File: config.mk
export PLATFORM = sky130hd
export DESIGN_NAME = lpc_io_target
export DESIGN_NICKNAME = d
export VERILOG_FILES = /design/src/rtl/lpc_io_target.sv
export SDC_FILE = /design/constraint.sdc
export NUM_CORES = 1
export LEC_CHECK = 0
export ABC_AREA = 1
export CELL_PAD_IN_SITES_DETAIL_PLACEMENT = 0
export CELL_PAD_IN_SITES_GLOBAL_PLACEMENT = 2
export CORE_MARGIN = 2
export CORE_UTILIZATION = 32
export DETAILED_ROUTE_END_ITERATION = 8
export GPL_TIMING_DRIVEN = 0
export HOLD_SLACK_MARGIN = 0.03
export PLACE_DENSITY_LB_ADDON = 0.08
export SLEW_MARGIN = 40
export SYNTH_ARGS = -nofsm -noshare
export SYNTH_HDL_FRONTEND = slang
export SYNTH_SLANG_ARGS = --single-unit
File: constraint.sdc
create_clock -name LpcClock -period 3.8 [get_ports LpcClock]
set_clock_uncertainty 0.05 [all_clocks]
set_input_delay 1.14 -clock LpcClock [delete_from_list [all_inputs] [get_ports LpcClock]]
set_output_delay 1.14 -clock LpcClock [all_outputs]
set_load 0.005 [all_outputs]
File: src/rtl/lpc_io_target.sv
// LPC I/O target: decodes host I/O read/write cycles inside a 32-byte window and
// turns them into single-cycle register-file strobes, returning read data on LAD.
module lpc_io_target #(
    parameter logic [15:0] BASE_ADDR = 16'h0800
) (
    input  logic       LpcClock,
    input  logic       PciReset,
    input  logic       LFRAME_N,
    input  logic [3:0] LAD_I,
    output logic [3:0] LAD_O,
    output logic       LAD_OE,
    input  logic [7:0] RdData,
    output logic [7:0] Addr,
    output logic       Wr,
    output logic [7:0] DataWrSW,
    output logic       Rd
);

    typedef enum logic [3:0] {
        IDLE, CYC, ADR3, ADR2, ADR1, ADR0, WD0, WD1,
        HTAR0, HTAR1, SYNC, RD0, RD1, TTAR0, TTAR1
    } lpcState_t;

    lpcState_t   stateReg, stateNext;
    logic        isWriteReg, isWriteNext;
    logic [11:0] addrShiftReg, addrShiftNext;
    logic [7:0]  addrReg, addrNext;
    logic [7:0]  dataWrReg, dataWrNext;
    logic [7:0]  rdDataReg, rdDataNext;

    logic [15:0] fullAddr;
    logic        addrMatch;
    logic [3:0]  ladOut;
    logic        ladOe;
    logic        wrStrobe;
    logic        rdStrobe;

    // The final address nibble is combined straight from the pins in ADR0.
    assign fullAddr  = {addrShiftReg, LAD_I};
    assign addrMatch = (fullAddr[15:5] == BASE_ADDR[15:5]);

    always_ff @(posedge LpcClock or negedge PciReset) begin
        if (!PciReset) begin
            stateReg     <= IDLE;
            isWriteReg   <= 1'b0;
            addrShiftReg <= 12'h000;
            addrReg      <= 8'h00;
            dataWrReg    <= 8'h00;
            rdDataReg    <= 8'h00;
        end else begin
            stateReg     <= stateNext;
            isWriteReg   <= isWriteNext;
            addrShiftReg <= addrShiftNext;
            addrReg      <= addrNext;
            dataWrReg    <= dataWrNext;
            rdDataReg    <= rdDataNext;
        end
    end

    always_comb begin
        stateNext     = stateReg;
        isWriteNext   = isWriteReg;
        addrShiftNext = addrShiftReg;
        addrNext      = addrReg;
        dataWrNext    = dataWrReg;
        rdDataNext    = rdDataReg;
        ladOut        = 4'hF;
        ladOe         = 1'b0;
        wrStrobe      = 1'b0;
        rdStrobe      = 1'b0;

        // Pin outputs and strobes depend on the current state only.
        case (stateReg)
            HTAR1: rdStrobe = !isWriteReg;
            SYNC: begin
                ladOe    = 1'b1;
                ladOut   = 4'h0;
                wrStrobe = isWriteReg;
            end
            RD0: begin
                ladOe  = 1'b1;
                ladOut = rdDataReg[3:0];
            end
            RD1: begin
                ladOe  = 1'b1;
                ladOut = rdDataReg[7:4];
            end
            TTAR0: ladOe = 1'b1;
            default: ;
        endcase

        if (!LFRAME_N) begin
            // Framing always wins; a frame held low for several clocks restarts each time.
            stateNext = (LAD_I == 4'h0) ? CYC : IDLE;
        end else begin
            case (stateReg)
                IDLE: stateNext = IDLE;
                CYC: begin
                    if (LAD_I[3:2] == 2'b00) begin
                        stateNext   = ADR3;
                        isWriteNext = LAD_I[1];
                    end else begin
                        stateNext = IDLE;
                    end
                end
                ADR3: begin
                    addrShiftNext = {addrShiftReg[7:0], LAD_I};
                    stateNext     = ADR2;
                end
                ADR2: begin
                    addrShiftNext = {addrShiftReg[7:0], LAD_I};
                    stateNext     = ADR1;
                end
                ADR1: begin
                    addrShiftNext = {addrShiftReg[7:0], LAD_I};
                    stateNext     = ADR0;
                end
                ADR0: begin
                    if (addrMatch) begin
                        addrNext  = {3'b000, fullAddr[4:0]};
                        stateNext = isWriteReg ? WD0 : HTAR0;
                    end else begin
                        stateNext = IDLE;
                    end
                end
                WD0: begin
                    dataWrNext[3:0] = LAD_I;
                    stateNext       = WD1;
                end
                WD1: begin
                    dataWrNext[7:4] = LAD_I;
                    stateNext       = HTAR0;
                end
                HTAR0: stateNext = HTAR1;
                HTAR1: stateNext = SYNC;
                SYNC: begin
                    if (!isWriteReg) begin
                        rdDataNext = RdData;
                    end
                    stateNext = isWriteReg ? TTAR0 : RD0;
                end
                RD0:   stateNext = RD1;
                RD1:   stateNext = TTAR0;
                TTAR0: stateNext = TTAR1;
                TTAR1: stateNext = IDLE;
                default: stateNext = IDLE;
            endcase
        end
    end

    assign LAD_O    = ladOut;
    assign LAD_OE   = ladOe;
    assign Wr       = wrStrobe;
    assign Rd       = rdStrobe;
    assign Addr     = addrReg;
    assign DataWrSW = dataWrReg;

endmodule

==> qor.yml, run 1 <==
maxCapViolCount: 0
regArea_um2: 951
cts_setup_buffers: 0
yosysTopAreaCellShare_pct: 50.5
netSwitchingFraction_pct: 23.0
cp-start-kind: "flop"
yosys_warnings: 0
reg2reg_slack_ns: 2.27
clockBufferDepth: 2
synth_top_family_by_area: "simple AND/OR/NAND/NOR gates"
p_per_area_mw_per_mm2: 391
yosys.area.top_type: "dfrtp_1"
internal_power_uw: 741
ys_types: 22
multi_input_area_um2: 758
post_synth_fa_ha_maj_area_fraction_pct: 0
cellLeakagePower_uw: 0.00119
period_share_pct: 81.4
finalWirelength_um: 4430
comb_power_share_pct: 9.5
cts_tree: "done"
synthSimpleGateAreaFrac_pct: 27.9
initial_core_util_pct: 33.6
cts_buffers: 5
port-buffer-count: 34
p_switching_uw: 221
ant_nets: 0
synth_area_leaders: "dfrtp_1 (51%), nand2_1 (14%), inv_1 (6.0%)"
via_per_inst: 4.42
syn_area_mm2: 0.00188
min_path_cells: 2
seq_area_frac_synth_pct: 50.5
reg2reg_depth: 8
hold_viol_final: 0
synth-compound-area-share_pct: 11.8
synth_xor_area_share_pct: 0
die_height_um: 80.7
peakVddDrop_mv: 0.190
dp_slack_ns: 0.952
firstDrtPassIters: 4
drive_gt1_share_pct: 12.3
vias: 1542
yosys_register_bits: 38
core_area_mm2: 0.00561
tns_ns: 0
required_ns: 2.61
grt_pass1_vias: 1565
synthTopCellsByCount: "nand2_1 (69), dfrtp_1 (38), inv_1 (30)"
cts_resized: 0
gp_congestion: 0.766
syn_avg_cell_area_um2: 8.08
cts_root_buf: "clkbuf_8"
worstSetupPathType: "reg -> out"
synth_mux_area_share_pct: 0
htree_levels: 2
hold_path_end: "addrShiftReg[11]"
die_x_um: 80.7
grt_pass1_wl_um: 7450
antenna_found_initial: 0
fillerInstances: 620
ys_async_sr_fraction_pct: 100
yosysMostFrequentCell: "nand2_1"
status: "completed"
clk_pin_slew_ns: 0.08
end_kind: "output port"
max_freq_mhz: 323
area_growth_pct: 30.7
min_path_type: "reg -> reg"
synth_edf_count: 0
num-nets-final: 291
dieArea_mm2: 0.00651
worst_r2r_endpoint: "addrShiftReg[5]"
worstPathMaxFanout: 6
track_usage_pct: 15.5
synthCells: 233
num_rows: 27
synth-main-ff-cell: "dfrtp_1"
wl_per_cell_um: 12.7
overflow: 0
pwr-share-seq_pct: 45.4
rr_startpoint: "stateReg[1]"
setup_viol: 0
drc_errors: 0
hpwl_um: 3230
finalCriticalPeriod_ns: 3.09
crit_arrival_ns: 1.90
fin_ws_ns: 0.706
hold_buffers: 0
hold_start: "addrShiftReg[11]"
drt_iter0_drc: 59
rsz0062_at_grt: "false"
worstSkewPairLatency_ns: 0.30
n_antenna_cell: 0
io_pins: 38
grt_max_degree: 39
clkSinkCount: 38
drv_slew: 0
pwr-share-clk_pct: 45.1
## worst max-delay path: stages (launching register included)
cell	delay, ns
dfrtp_1	0.48
inv_2	0.09
nor2_4	0.17
nand2_1	0.09
inv_1	0.12
nand2_1	0.08
nand3_1	0.07
clkdlybuf4s50_1	0.50
## cells by family after synthesis
| family | Yosys count |
|---|---|
| AO/OA/AOI/OAI | 38 |
| buffers and inverters | 39 |
| flip-flops | 38 |
| other | 1 |
| AND/OR/NAND/NOR | 117 |
## power groups by stage
| stage | clock (µW) | sequential (µW) | combinational (µW) |
|---|---|---|---|
| finish | 434 | 437 | 91.6 |
| CTS | 441 | 437 | 94.1 |
| global route | 461 | 440 | 105 |
| floorplan | 0 | 441 | 54.2 |
| detailed placement | 0 | 445 | 93.6 |
| global placement | 0 | 444 | 93.8 |
## layout by cell type, fill, tap and decap left out, drive strengths merged
cell and count:
nor2 27, nand4 2, buf 7, clkbuf 6, conb 3, nand3 16
inv 33, o31ai 2, bufinv 2, clkdlybuf4s50 33, dfrtp 38, o21ai 34
nand2 71, a21oi 2, nor3 1
## per-layer routing
layer	GRT usage (%)	up-vias	share of wire [%]
met2	21.8	33	42
met5	0	-	0
met4	5.08	0	1.3
li1	-	804	-
met1	22.1	699	51
met3	5.17	6	5.5
## state kept, by name, summed over array words and instances (netlist names)
signal / count
addrShiftReg: 12
DataWrSW: 8
rdDataReg: 8
Addr: 5
stateReg: 4
isWriteReg: 1
## final cells by class
| type | instances | share of cell area (%) |
|---|---|---|
| flip-flops and latches | 38 | 38.7 |
| multi-input cells | 158 | 30.8 |
| repair buffers | 34 | 13.7 |
| inverters | 33 | 5.04 |
| well taps | 72 | 3.66 |
| clock buffers | 6 | 3.36 |
| clock inverters | 2 | 2.44 |
| plain buffers | 6 | 2.29 |
## stage by stage
| stage | total power (µW) | utilization (%) | hold WS, ns | area (µm²) | cells |
|---|---|---|---|---|---|
| after detailed placement | 538 | 41.3 | 0.415 | 2320 | 341 |
| final | 962 | 43.9 | 0.431 | 2460 | 349 |
| after global placement | 538 | 41.4 | 0.409 | 2320 | 341 |
| after global routing | 1010 | 43.9 | 0.469 | 2460 | 349 |
| after floorplan | 496 | - | 0.393 | 1890 | 235 |
| after CTS | 971 | 43.9 | 0.434 | 2460 | 349 |
## how the worst max path moves through the flow
stage                      from      endpoint
detailed placement     LFRAME_N       Addr[0]
global route        stateReg[3]      LAD_O[1]
CTS                 stateReg[3]      LAD_O[2]
global placement       PciReset  rdDataReg[6]
finish              stateReg[3]      LAD_O[2]
floorplan           stateReg[3]      LAD_O[0]
No activity file was read; power rests on OpenSTA's default activity.
==> run 2: changes to the inputs <==
--- a/config.mk
+++ b/config.mk
@@ -9,7 +9,7 @@
 export CELL_PAD_IN_SITES_DETAIL_PLACEMENT = 0
 export CELL_PAD_IN_SITES_GLOBAL_PLACEMENT = 2
 export CORE_MARGIN = 2
-export CORE_UTILIZATION = 32
+export CORE_UTILIZATION = 26
 export DETAILED_ROUTE_END_ITERATION = 8
 export GPL_TIMING_DRIVEN = 0
 export HOLD_SLACK_MARGIN = 0.03
==> constraint.sdc (replaced) <==
create_clock -name LpcClock -period 2.7 [get_ports LpcClock]
set_clock_uncertainty 0.05 [all_clocks]
set_input_delay 0.81 -clock LpcClock [delete_from_list [all_inputs] [get_ports LpcClock]]
set_output_delay 0.81 -clock LpcClock [all_outputs]
set_load 0.005 [all_outputs]
==> qor.yml, run 2 (synthesized netlist as in run 1, its figures left out) <==
via_per_inst: 4.11
finalWirelength_um: 4820
power_uw: 1170
clkSinkCount: 38
firstDrtPassIters: 4
largest_register: "addrShiftReg"
cp-start-kind: "flop"
peakVddDrop_mv: 0.180
overflow: 0
drive_gt1_share_pct: 18.5
end_kind: "output port"
cts_tree: "done"
grt_pass1_vias: 1679
die_x_um: 89.1
die_height_um: 89.1
rsz0062_at_grt: "false"
wl_per_cell_um: 12.5
slew_headroom_pct: 66.6
worstSkewPairLatency_ns: 0.29
drt_iter0_drc: 92
clk_pin_slew_ns: 0.08
p_per_area_mw_per_mm2: 459
worstSetupPathType: "reg -> out"
grt_max_degree: 39
drv_slew: 0
min_path_type: "in -> async"
period_share_pct: 96.2
antenna_found_initial: 0
port-buffer-count: 34
placed_cells: 368
core_area_mm2: 0.00714
gp_congestion: 0.738
worst_pin_slew_ns: 0.501
initial_core_util_pct: 26.4
vias: 1582
required_ns: 1.84
ant_nets: 0
maxCapViolCount: 0
crit_arrival_ns: 1.74
n_antenna_cell: 0
max_freq_mhz: 385
drc_errors: 0
largest_register_ffs: 12
cts_buffers: 5
io_pins: 38
hold_viol_final: 0
setup_viol: 0
worstPathMaxFanout: 6
clockBufferDepth: 2
track_usage_pct: 13.7
finalCriticalPeriod_ns: 2.60
htree_levels: 2
cellLeakagePower_uw: 0.00124
stdcell_count: 385
final_cell_mix: "nand2_1 (66), dfrtp_1 (34), clkdlybuf4s50_1 (29)"
dieArea_mm2: 0.00793
final_common_cell: "nand2_1"
status: "completed"
grt_pass1_wl_um: 8100
num_rows: 31
area_growth_pct: 35.4
num-nets-final: 300
hpwl_um: 3450
cts_root_buf: "clkbuf_8"
==> run 2: routing by layer <==
metal / routed length, µm / GRT usage [%] / vias up / share of wire, %
met1: 2470 / 19.1 / 711 / 51
li1: - / - / 829 / -
met5: 0 / 0 / - / 0
met4: 76 / 4.48 / 0 / 1.6
met2: 2060 / 20.8 / 35 / 43
met3: 214 / 3.51 / 7 / 4.4
==> run 2: final timing paths <==
path	startpoint	slack, ns	cells past startpoint	end
max in group asynchronous	PciReset	1.80	1	stateReg[2]
hold / removal	PciReset	0.43	1	isWriteReg
min in group LpcClock	addrShiftReg[8]	0.43	2	addrShiftReg[8]
hold reg to reg	addrShiftReg[8]	0.43	2	addrShiftReg[8]
setup / recovery	stateReg[1]	0.10	5	Wr
setup reg to reg	stateReg[3]	0.99	9	addrShiftReg[3]
==> run 2: worst max-delay path, stage by stage (launching register included) <==
cell	delay (ns)
dfrtp_2	0.47
inv_2	0.07
nor2_4	0.17
nand2_1	0.07
nor2_1	0.13
clkdlybuf4s50_1	0.53
==> run 2: what timing repair did <==
item,4_1_cts,5_1_grt
resized for setup,4,12
pin swaps,1,2
setup buffers,5,4
endpoints found under the setup margin,5,6
hold buffers,0,0
==> run 2: through the flow <==
| step | hold slack, ns | utilization (%) | setup WS [ns] | TNS, ns | area [µm²] |
|---|---|---|---|---|---|
| 2_1_floorplan | 0.393 | - | 0.877 | 0 | 1890 |
| 3_3_place_gp | 0.414 | 33.0 | -0.367 | -13.80 | 2350 |
| 3_5_place_dp | 0.415 | 32.9 | 0.104 | 0 | 2350 |
| 4_1_cts | 0.437 | 34.9 | 0.00765 | 0 | 2490 |
| 5_1_grt | 0.459 | 35.7 | 0.00114 | 0 | 2550 |
| 6_report | 0.427 | 35.7 | 0.104 | 0 | 2550 |
==> run 2: report_power, final <==
group          switching, µW  total, µW  internal (µW)
clock                    217        422            205
combinational           76.5        132           55.4
sequential              20.2        615            595
total                    314       1170            856
==> run 2: layout make-up <==
cell class,count,area (µm²)
Inverter,33,124
Fill cell,798,4590
Timing Repair Buffer,43,415
Clock buffer,6,82.6
Sequential cell,38,956
Tap cell,99,124
Buffer,6,56.3
Clock inverter,2,12.5
Multi-Input combinational cell,158,778
==> run 3: changes to the inputs <==
--- a/config.mk
+++ b/config.mk
@@ -10,7 +10,9 @@
 export CELL_PAD_IN_SITES_GLOBAL_PLACEMENT = 2
 export CORE_MARGIN = 2
 export CORE_UTILIZATION = 26
+export CTS_CLUSTER_DIAMETER = 60
 export DETAILED_ROUTE_END_ITERATION = 8
+export GPL_ROUTABILITY_DRIVEN = 0
 export GPL_TIMING_DRIVEN = 0
 export HOLD_SLACK_MARGIN = 0.03
 export PLACE_DENSITY_LB_ADDON = 0.08
==> constraint.sdc (replaced) <==
create_clock -name LpcClock -period 2.1 [get_ports LpcClock]
set_clock_uncertainty 0.05 [all_clocks]
set_input_delay 0.63 -clock LpcClock [delete_from_list [all_inputs] [get_ports LpcClock]]
set_output_delay 0.63 -clock LpcClock [all_outputs]
set_load 0.005 [all_outputs]
==> qor.yml, run 3 (synthesized netlist as in run 1, its figures left out) <==
status: "finished, violations left"
violations: "setup timing"
maxCapViolCount: 0
comb_power_share_pct: 11.4
largest_register: "addrShiftReg"
worstPathMaxFanout: 5
tns_ns: -0.0266
startpoint: "stateReg[1]"
n_antenna_cell: 0
vias: 1605
crit_cells: 6
ant_nets: 0
finalWirelength_um: 5070
overflow: 0
track_usage_pct: 14.0
min_path_type: "in -> async"
num_rows: 31
stdcell_count: 393
via_per_inst: 4.08
antenna_found_initial: 0
internal_power_uw: 1100
hold_viol_final: 0
period_share_pct: 101
final_cell_mix: "nand2_1 (59), dfrtp_1 (34), inv_1 (26)"
place_area_mm2: 0.00235
rsz0062_at_grt: "true"
regArea_um2: 956
crit_chain: "buf_4 -> inv_2 -> nor2_4 -> nand2_1 -> nor2_2 -> clkdlybuf4s15_2"
hold_buffers: 0
htree_levels: 2
p_per_area_mw_per_mm2: 573
dp_slack_ns: -0.316
largest_register_ffs: 12
cp_slowest_cell: "dfrtp_2"
drc_errors: 0
dieArea_mm2: 0.00793
firstDrtPassIters: 4
crit_arrival_ns: 1.45
rr_startpoint: "stateReg[3]"
clk_pin_slew_ns: 0.08
max_freq_mhz: 470
cts_root_buf: "clkbuf_8"
clockBufferDepth: 2
required_ns: 1.42
grt_pass1_vias: 1700
final_common_cell: "nand2_1"
die_x_um: 89.1
setup_viol: 1
drive_gt1_share_pct: 27.6
die_height_um: 89.1
fillerInstances: 793
placed_cells: 368
reg2reg_slack_ns: 0.35
cpPeakStageDelay_ns: 0.45
cp-endpoint: "Wr"
grt_pass1_wl_um: 8260
worst_r2r_endpoint: "addrShiftReg[3]"
multi_input_area_um2: 823
cts_tree: "done"
cts_buffers: 5
drv_slew: 0
peakVddDrop_mv: 0.232
path_buf_inv: 3
fin_ws_ns: -0.0266
clkSinkCount: 38
end_kind: "output port"
drt_iter0_drc: 69
initial_core_util_pct: 26.4
reg2reg_depth: 9
cp-start-kind: "flop"
power_uw: 1510
io_pins: 38
num-nets-final: 308
finalCriticalPeriod_ns: 2.13
fin_area_mm2: 0.00263
p_switching_uw: 407
port-buffer-count: 34
pwr-share-clk_pct: 36.2
area_growth_pct: 40.0
wl_per_cell_um: 12.9
hpwl_um: 3450
worstSkewPairLatency_ns: 0.29
path_delay_family: "flip-flops"
netSwitchingFraction_pct: 27.0
pwr-share-seq_pct: 52.4
cellLeakagePower_uw: 0.00125
worstSetupPathType: "reg -> out"
core_area_mm2: 0.00714
grt_max_degree: 39
## run 3: cell count changes in the layout (fill, tap and decap cells not counted), sizes merged
cell	before	now
clkdlybuf4s50	29	25
clkdlybuf4s15	0	1
dlymetal6s2s	4	0
dlygate4sd2	0	1
clkbuf	6	8
buf	16	28
## run 3: worst register-to-register path, stage by stage (launching register included)
cell and delay, ns:
dfrtp_2 0.46, buf_4 0.17, buf_4 0.13, nor2_1 0.19
nand2_1 0.13, nand3_2 0.12, nand2_4 0.09, buf_6 0.17
nand2_1 0.08, o21ai_2 0.05
## run 3: timing repair
item / CTS / global route
gates resized for setup: 45 / 14
setup buffers: 13 / 4
setup endpoints to repair: 8 / 7
gates cloned: 0 / 0
pin swaps: 9 / 6
## run 3: through the flow
stage | hold WS [ns] | util (%)
floorplan | 0.284 | -
global placement | 0.414 | 33.0
detailed placement | 0.415 | 32.9
CTS | 0.266 | 36.1
global route | 0.279 | 36.9
finish | 0.243 | 36.9
## run 3: metal layers
layer	up-vias	GRT usage, %	part of all wire [%]
met5	-	0	0
met4	0	4.48	1.5
met3	7	3.32	4.4
met2	35	21.1	44
met1	718	19.8	50
li1	845	-	-
## run 3: worst min path at each step
stage,from,end,slack [ns],cells past startpoint
detailed placement,addrShiftReg[11],addrShiftReg[11],0.42,2
floorplan,PciReset,Addr[0],0.28,0
global route,PciReset,addrShiftReg[10],0.28,1
finish,PciReset,isWriteReg,0.24,1
CTS,PciReset,addrShiftReg[10],0.27,1
global placement,addrShiftReg[11],addrShiftReg[11],0.41,2
## run 3: cell type report
cell class / instances / share of cell area [%]
flip-flops and latches: 38 / 36.3
multi-input cells: 158 / 31.3
repair buffers: 51 / 17.1
inverters: 33 / 4.89
well taps: 99 / 4.70
clock buffers: 6 / 3.14
plain buffers: 6 / 2.14
clock inverters: 2 / 0.475
## run 3: power groups by stage
stage	registers [µW]	logic, µW	clock network (µW)
after global placement	807	174	0
after floorplan	799	98.1	0
after CTS	792	177	578
after detailed placement	806	172	0
final	791	172	546
after global routing	798	202	608
